<file path="src/rtl/wb_pkg.sv">
// Shared constants for the writeback stage: datapath widths and load funct3 encodings.
package wb_pkg;

  localparam int unsigned XLEN       = 32;
  localparam int unsigned REG_ADDR_W = 5;

  localparam logic [2:0] F3_LB  = 3'b000;
  localparam logic [2:0] F3_LH  = 3'b001;
  localparam logic [2:0] F3_LW  = 3'b010;
  localparam logic [2:0] F3_LBU = 3'b100;
  localparam logic [2:0] F3_LHU = 3'b101;

endpackage

</file>
<file path="src/rtl/load_extend.sv">
// Combinational load data alignment and sign/zero extension, with illegal/misaligned detection.
module load_extend
  import wb_pkg::*;
(
  input  logic [2:0]      ld_funct3,
  input  logic [1:0]      ld_addr_lo,
  input  logic [XLEN-1:0] ld_rdata,
  output logic [XLEN-1:0] data,
  output logic            err
);

  logic [XLEN-1:0] shifted;

  assign shifted = ld_rdata >> {ld_addr_lo, 3'b000};

  always_comb begin
    data = '0;
    err  = 1'b0;
    case (ld_funct3)
      F3_LB:  data = {{24{shifted[7]}}, shifted[7:0]};
      F3_LBU: data = {24'd0, shifted[7:0]};
      F3_LH: begin
        data = {{16{shifted[15]}}, shifted[15:0]};
        err  = ld_addr_lo[0];
      end
      F3_LHU: begin
        data = {16'd0, shifted[15:0]};
        err  = ld_addr_lo[0];
      end
      F3_LW: begin
        // Only legal when aligned, so the shift is a no-op on the written path.
        data = shifted;
        err  = (ld_addr_lo != 2'b00);
      end
      default: err = 1'b1;
    endcase
  end

endmodule

</file>
<file path="src/rtl/writeback_unit.sv">
// Writeback stage: arbitrates ALU results and load responses onto the single register-file
// write port, and tracks in-flight loads per destination for issue-stage stall decisions.
module writeback_unit
  import wb_pkg::*;
(
  input  logic                  clk,
  input  logic                  reset,
  input  logic                  alu_valid,
  output logic                  alu_ready,
  input  logic [REG_ADDR_W-1:0] alu_rd,
  input  logic [XLEN-1:0]       alu_data,
  input  logic                  ld_issue,
  input  logic [REG_ADDR_W-1:0] ld_issue_rd,
  input  logic                  ld_valid,
  output logic                  ld_ready,
  input  logic [REG_ADDR_W-1:0] ld_rd,
  input  logic [2:0]            ld_funct3,
  input  logic [1:0]            ld_addr_lo,
  input  logic [XLEN-1:0]       ld_rdata,
  input  logic [REG_ADDR_W-1:0] rs1_addr,
  input  logic [REG_ADDR_W-1:0] rs2_addr,
  output logic                  rs1_busy,
  output logic                  rs2_busy,
  output logic                  write_enable,
  output logic [REG_ADDR_W-1:0] write_reg,
  output logic [XLEN-1:0]       write_data,
  output logic                  ld_err,
  input  logic                  err_clear,
  output logic [31:0]           retired_count
);

  logic [XLEN-1:0]       ext_data;
  logic                  ext_err;
  logic [REG_ADDR_W-1:0] res_rd;
  logic [XLEN-1:0]       res_data;
  logic                  res_commit;
  logic [31:0]           busy_q, busy_d;
  logic                  we_q;
  logic [REG_ADDR_W-1:0] wreg_q;
  logic [XLEN-1:0]       wdata_q;
  logic                  err_q;
  logic [31:0]           retired_q;

  load_extend u_load_extend (
    .ld_funct3  (ld_funct3),
    .ld_addr_lo (ld_addr_lo),
    .ld_rdata   (ld_rdata),
    .data       (ext_data),
    .err        (ext_err)
  );

  // Loads cannot be back-pressured, so they always win the write port.
  assign alu_ready = !ld_valid;
  assign ld_ready  = 1'b1;

  always_comb begin
    res_rd     = ld_valid ? ld_rd : alu_rd;
    res_data   = ld_valid ? ext_data : alu_data;
    res_commit = ld_valid ? !ext_err : alu_valid;
  end

  always_comb begin
    busy_d = busy_q;
    if (ld_valid) busy_d[ld_rd] = 1'b0;
    if (ld_issue) busy_d[ld_issue_rd] = 1'b1;
    busy_d[0] = 1'b0;
  end

  always_ff @(posedge clk or negedge reset) begin
    if (!reset) begin
      busy_q    <= '0;
      we_q      <= 1'b0;
      wreg_q    <= '0;
      wdata_q   <= '0;
      err_q     <= 1'b0;
      retired_q <= '0;
    end else begin
      busy_q <= busy_d;
      we_q   <= res_commit && (res_rd != '0);
      if (res_commit) begin
        wreg_q    <= res_rd;
        wdata_q   <= res_data;
        retired_q <= retired_q + 32'd1;
      end
      if (ld_valid && ext_err) begin
        err_q <= 1'b1;
      end else if (err_clear) begin
        err_q <= 1'b0;
      end
    end
  end

  // The write in flight is not yet visible in the register file, so it still counts as busy.
  assign rs1_busy = busy_q[rs1_addr] | (we_q && (wreg_q == rs1_addr) && (rs1_addr != '0));
  assign rs2_busy = busy_q[rs2_addr] | (we_q && (wreg_q == rs2_addr) && (rs2_addr != '0));

  assign write_enable  = we_q;
  assign write_reg     = wreg_q;
  assign write_data    = wdata_q;
  assign ld_err        = err_q;
  assign retired_count = retired_q;

endmodule

</file>
<file path="config.mk">
export PLATFORM = sky130hd
export DESIGN_NAME = writeback_unit
export DESIGN_NICKNAME = d
export VERILOG_FILES = /design/src/rtl/wb_pkg.sv /design/src/rtl/load_extend.sv /design/src/rtl/writeback_unit.sv
export SDC_FILE = /design/constraint.sdc
export NUM_CORES = 1
export LEC_CHECK = 0
export ABC_AREA = 1
export CORE_MARGIN = 10
export CORE_UTILIZATION = 46
export DETAILED_ROUTE_END_ITERATION = 7
export PLACE_DENSITY_LB_ADDON = 0.3
export SYNTH_ARGS = -nofsm -noshare
export SYNTH_HDL_FRONTEND = slang
export SYNTH_SLANG_ARGS = --single-unit
</file>
<file path="constraint.sdc">
create_clock -name clk -period 2.7 [get_ports clk]
set_clock_uncertainty 0.2 [all_clocks]
set_input_delay 0.675 -clock clk [delete_from_list [all_inputs] [get_ports clk]]
set_output_delay 0.675 -clock clk [all_outputs]
set_load 0.02 [all_outputs]
</file>
==> impl_metrics.env <==
export IMPL_muxShareOfSynthArea_pct=0
export IMPL_antenna_found_initial=2
export IMPL_dpl_cell_count=1395
export IMPL_clk_path_buf_depth=2
export IMPL_ctsHoldBuffers=0
export IMPL_grt_pass1_vias=7231
export IMPL_synth_simple_area_share_pct=39.49
export IMPL_avgSynthCellArea_um2=6.497
export IMPL_crit_cells=7
export IMPL_p_per_area_nw_per_um2=549.3
export IMPL_route_detailed_drc=0
export IMPL_drive_gt1_share_pct=7.474
export IMPL_grt_start_max_net_pins=40
export IMPL_coreArea_um2=14480
export IMPL_maxCapViolCount=0
export IMPL_detail_route_wirelength_mm=23.50
export IMPL_fillers=1374
export IMPL_maxSlewViolCount=0
export IMPL_clock_latency_ns=0.35
export IMPL_via_per_inst=5.290
export IMPL_firstDrtPassIters=5
export IMPL_r2r_end="retired_count[18]"
export IMPL_status="finished clean"
export IMPL_portBuffers=173
export IMPL_synth_cells=1044
export IMPL_crit_path_cell_trace="clkdlybuf4s50_1, inv_2, o22ai_1, nor3_1, nand3_1, nand3_2, buf_6"
export IMPL_maxSlewHeadroom_pct=63.54
export IMPL_wire_per_inst_um=16.59
export IMPL_ys_top_cells_by_area="dfrtp_1, nand2_1, nand3_1"
export IMPL_synth_seq_cells=102
export IMPL_async_flop_share_pct=100.0
export IMPL_grt_pass1_wl_mm=37.40
export IMPL_synth_cell_area_um2=6783
export IMPL_synthDistinctLibCells=40
export IMPL_hpwlAfterDp_mm=18.53
export IMPL_ir_drop_uv=320.1
export IMPL_synth_xor_xnor_area_share_pct=2.841
export IMPL_area_growth_pct=36.73
export IMPL_antenna_left=0
export IMPL_fmax_mhz=380.4
export IMPL_ctsRootBufferMaster="clkbuf_16"
export IMPL_hp_class="in -> async"
export IMPL_placed_cell_area_um2=8875
export IMPL_critical_path_class="in -> out"
export IMPL_fin_area_um2=9274
export IMPL_synth_largest_area_cell="dfrtp_1"
export IMPL_critPathMaxFanout=3
export IMPL_tightest_slew_ns=0.5469
export IMPL_cp_slowest_stage_delay_ns=0.44
export IMPL_synth_top_family_by_area="simple AND/OR/NAND/NOR gates"
export IMPL_start_kind="input pin"
export IMPL_start_util_pct=46.85
export IMPL_final_cells=1416
export IMPL_cts_sinks=102
export IMPL_ys_seq_area_share_pct=37.63
export IMPL_cp_arrival_ns=1.75
export IMPL_holdWs_ns=0.1099
export IMPL_hold_violations=0
export IMPL_synth_fp_nets=1145
export IMPL_synth_top_cell_area_share_pct=37.63
export IMPL_nets=1328
export IMPL_reg2reg_slack_ns=0.71
export IMPL_r2r_start="retired_count[0]"
export IMPL_synthFlopType="dfrtp_1"
export IMPL_endpoint_kind="primary output"
export IMPL_synthAdderAreaFrac_pct=0.1845
export IMPL_rsz0062_at_grt="false"
export IMPL_setup_viol=0
export IMPL_tritoncts="yes"
export IMPL_vias=7490
export IMPL_synth_edff_count=0
export IMPL_htree_levels=3
export IMPL_pin_count=175
export IMPL_worst_r2r_cell_count=8
export IMPL_period_minus_slack_ns=2.629
export IMPL_overflow=0
export IMPL_p_leak_nw=4.396
export IMPL_yosys_warnings=0
export IMPL_grt_total_usage_pct=22.94
export IMPL_cts_made_buffers=9
export IMPL_setup_slack_ns=0.07139
export IMPL_routabilityCongestion=0.9610
export IMPL_crit_family="buffers and inverters"
export IMPL_die_w_um=141.4
export IMPL_synth_compound_area_share_pct=11.51
export IMPL_critPathRequiredTime_ns=1.82
export IMPL_fp_dieH_um=141.4
export IMPL_drt_initial_drc_count=609
export IMPL_path_clk_slew_ns=0.07
export IMPL_critPathSlowestCell="clkdlybuf4s50_1"
export IMPL_die_area_um2=20000
export IMPL_rows=44
export IMPL_finalCritPeriodShare_pct=97.36
export IMPL_dp_slack_ns=-0.8470
export IMPL_critical_path_buf_inv_count=3
[worst reg2reg max path, stage by stage (launching register included)]
cell,delay [ns]
dfrtp_1,0.46
ha_1,0.26
inv_1,0.09
nor2_1,0.22
nand2_1,0.13
nor4_1,0.27
nand3_1,0.12
nand2_1,0.09
nand2_1,0.05
[cell usage after synthesis, types with 3 or more instances]
| cell | n |
|---|---|
| buf_6 | 6 |
| nand4_1 | 5 |
| o21ai_1 | 4 |
| xnor2_1 | 17 |
| o21ai_0 | 104 |
| o211ai_1 | 15 |
| inv_1 | 74 |
| nand3_1 | 106 |
| nor3_1 | 4 |
| nand2_2 | 3 |
| xor2_1 | 5 |
| nand2_1 | 442 |
| clkbuf_1 | 6 |
| inv_2 | 3 |
| buf_4 | 7 |
| dfrtp_1 | 102 |
| a31oi_1 | 7 |
| buf_1 | 4 |
| nor2_1 | 77 |
| buf_2 | 21 |
| a21oi_1 | 8 |
[worst max path at each step]
stage,to,slack [ns],from
after floorplan,rs1_busy,0.22,rs1_addr[0]
after global routing,rs2_busy,0.02,rs2_addr[1]
after global placement,rs1_busy,-0.86,rs1_addr[0]
after CTS,rs2_busy,0.004,rs2_addr[2]
final,rs1_busy,0.07,rs1_addr[4]
after detailed placement,rs1_busy,-0.85,rs1_addr[0]
[what timing repair did]
item,in CTS,in global routing
setup endpoints to repair,2,2
buffers inserted,2,1
gates resized for setup,37,19
gates cloned,2,0
pin swaps,1,3
[where the power goes]
part	internal [mW]	switching [mW]	total (mW)
clock network	0.745	0.591	1.34
logic	0.750	0.946	1.70
registers	1.79	0.269	2.06
total	3.29	1.81	5.09
[cell usage in the layout (no fill, tap or decap), types with 5 or more instances in the layout]
cell	n
nor2_1	75
nand4_1	5
dfrtp_1	102
xnor2_1	16
buf_4	31
o21ai_0	104
a21oi_1	8
clkdlybuf4s50_1	160
nand3_1	103
buf_12	9
inv_2	8
nand2_1	442
clkbuf_16	9
inv_1	69
o211ai_1	15
xor2_1	5
buf_6	5
nand3_2	5
a31oi_1	7
[stage by stage]
stage	TNS (ns)	util, %	total power, mW
finish	0	64.05	5.094
global placement	-1.591	61.29	3.733
floorplan	0	-	2.887
detailed placement	-1.586	61.29	3.753
global route	0	64.05	5.374
CTS	0	63.78	5.107
[kinds of logic after synthesis]
family | Yosys count
AND/OR/NAND/NOR | 651
other | 1
adder cells (fa/ha/maj) | 1
buffers and inverters | 123
AO/OA/AOI/OAI | 144
flip-flops | 102
XOR/XNOR | 22
[area by class of cell]
type	instances	area, um2	area share, %
antenna	1	2.502	0.02698
clock buffer	11	242.7	2.617
clock inverter	4	52.55	0.5666
inverter	79	301.5	3.251
multi-input combinational	819	3699	39.88
sequential	102	2552	27.52
tap	184	230.2	2.482
timing repair buffer	216	2193	23.65
[layer usage]
| layer | up-vias | part of all wire [%] | track usage [%] |
|---|---|---|---|
| li1 | 3713 | - | - |
| met1 | 3481 | 43 | 28.65 |
| met2 | 271 | 47 | 37.53 |
| met3 | 23 | 8.9 | 7.977 |
| met4 | 2 | 1.1 | 4.734 |
| met5 | - | 0.055 | 0 |
Note: power is estimated with default switching activity, not from simulation.
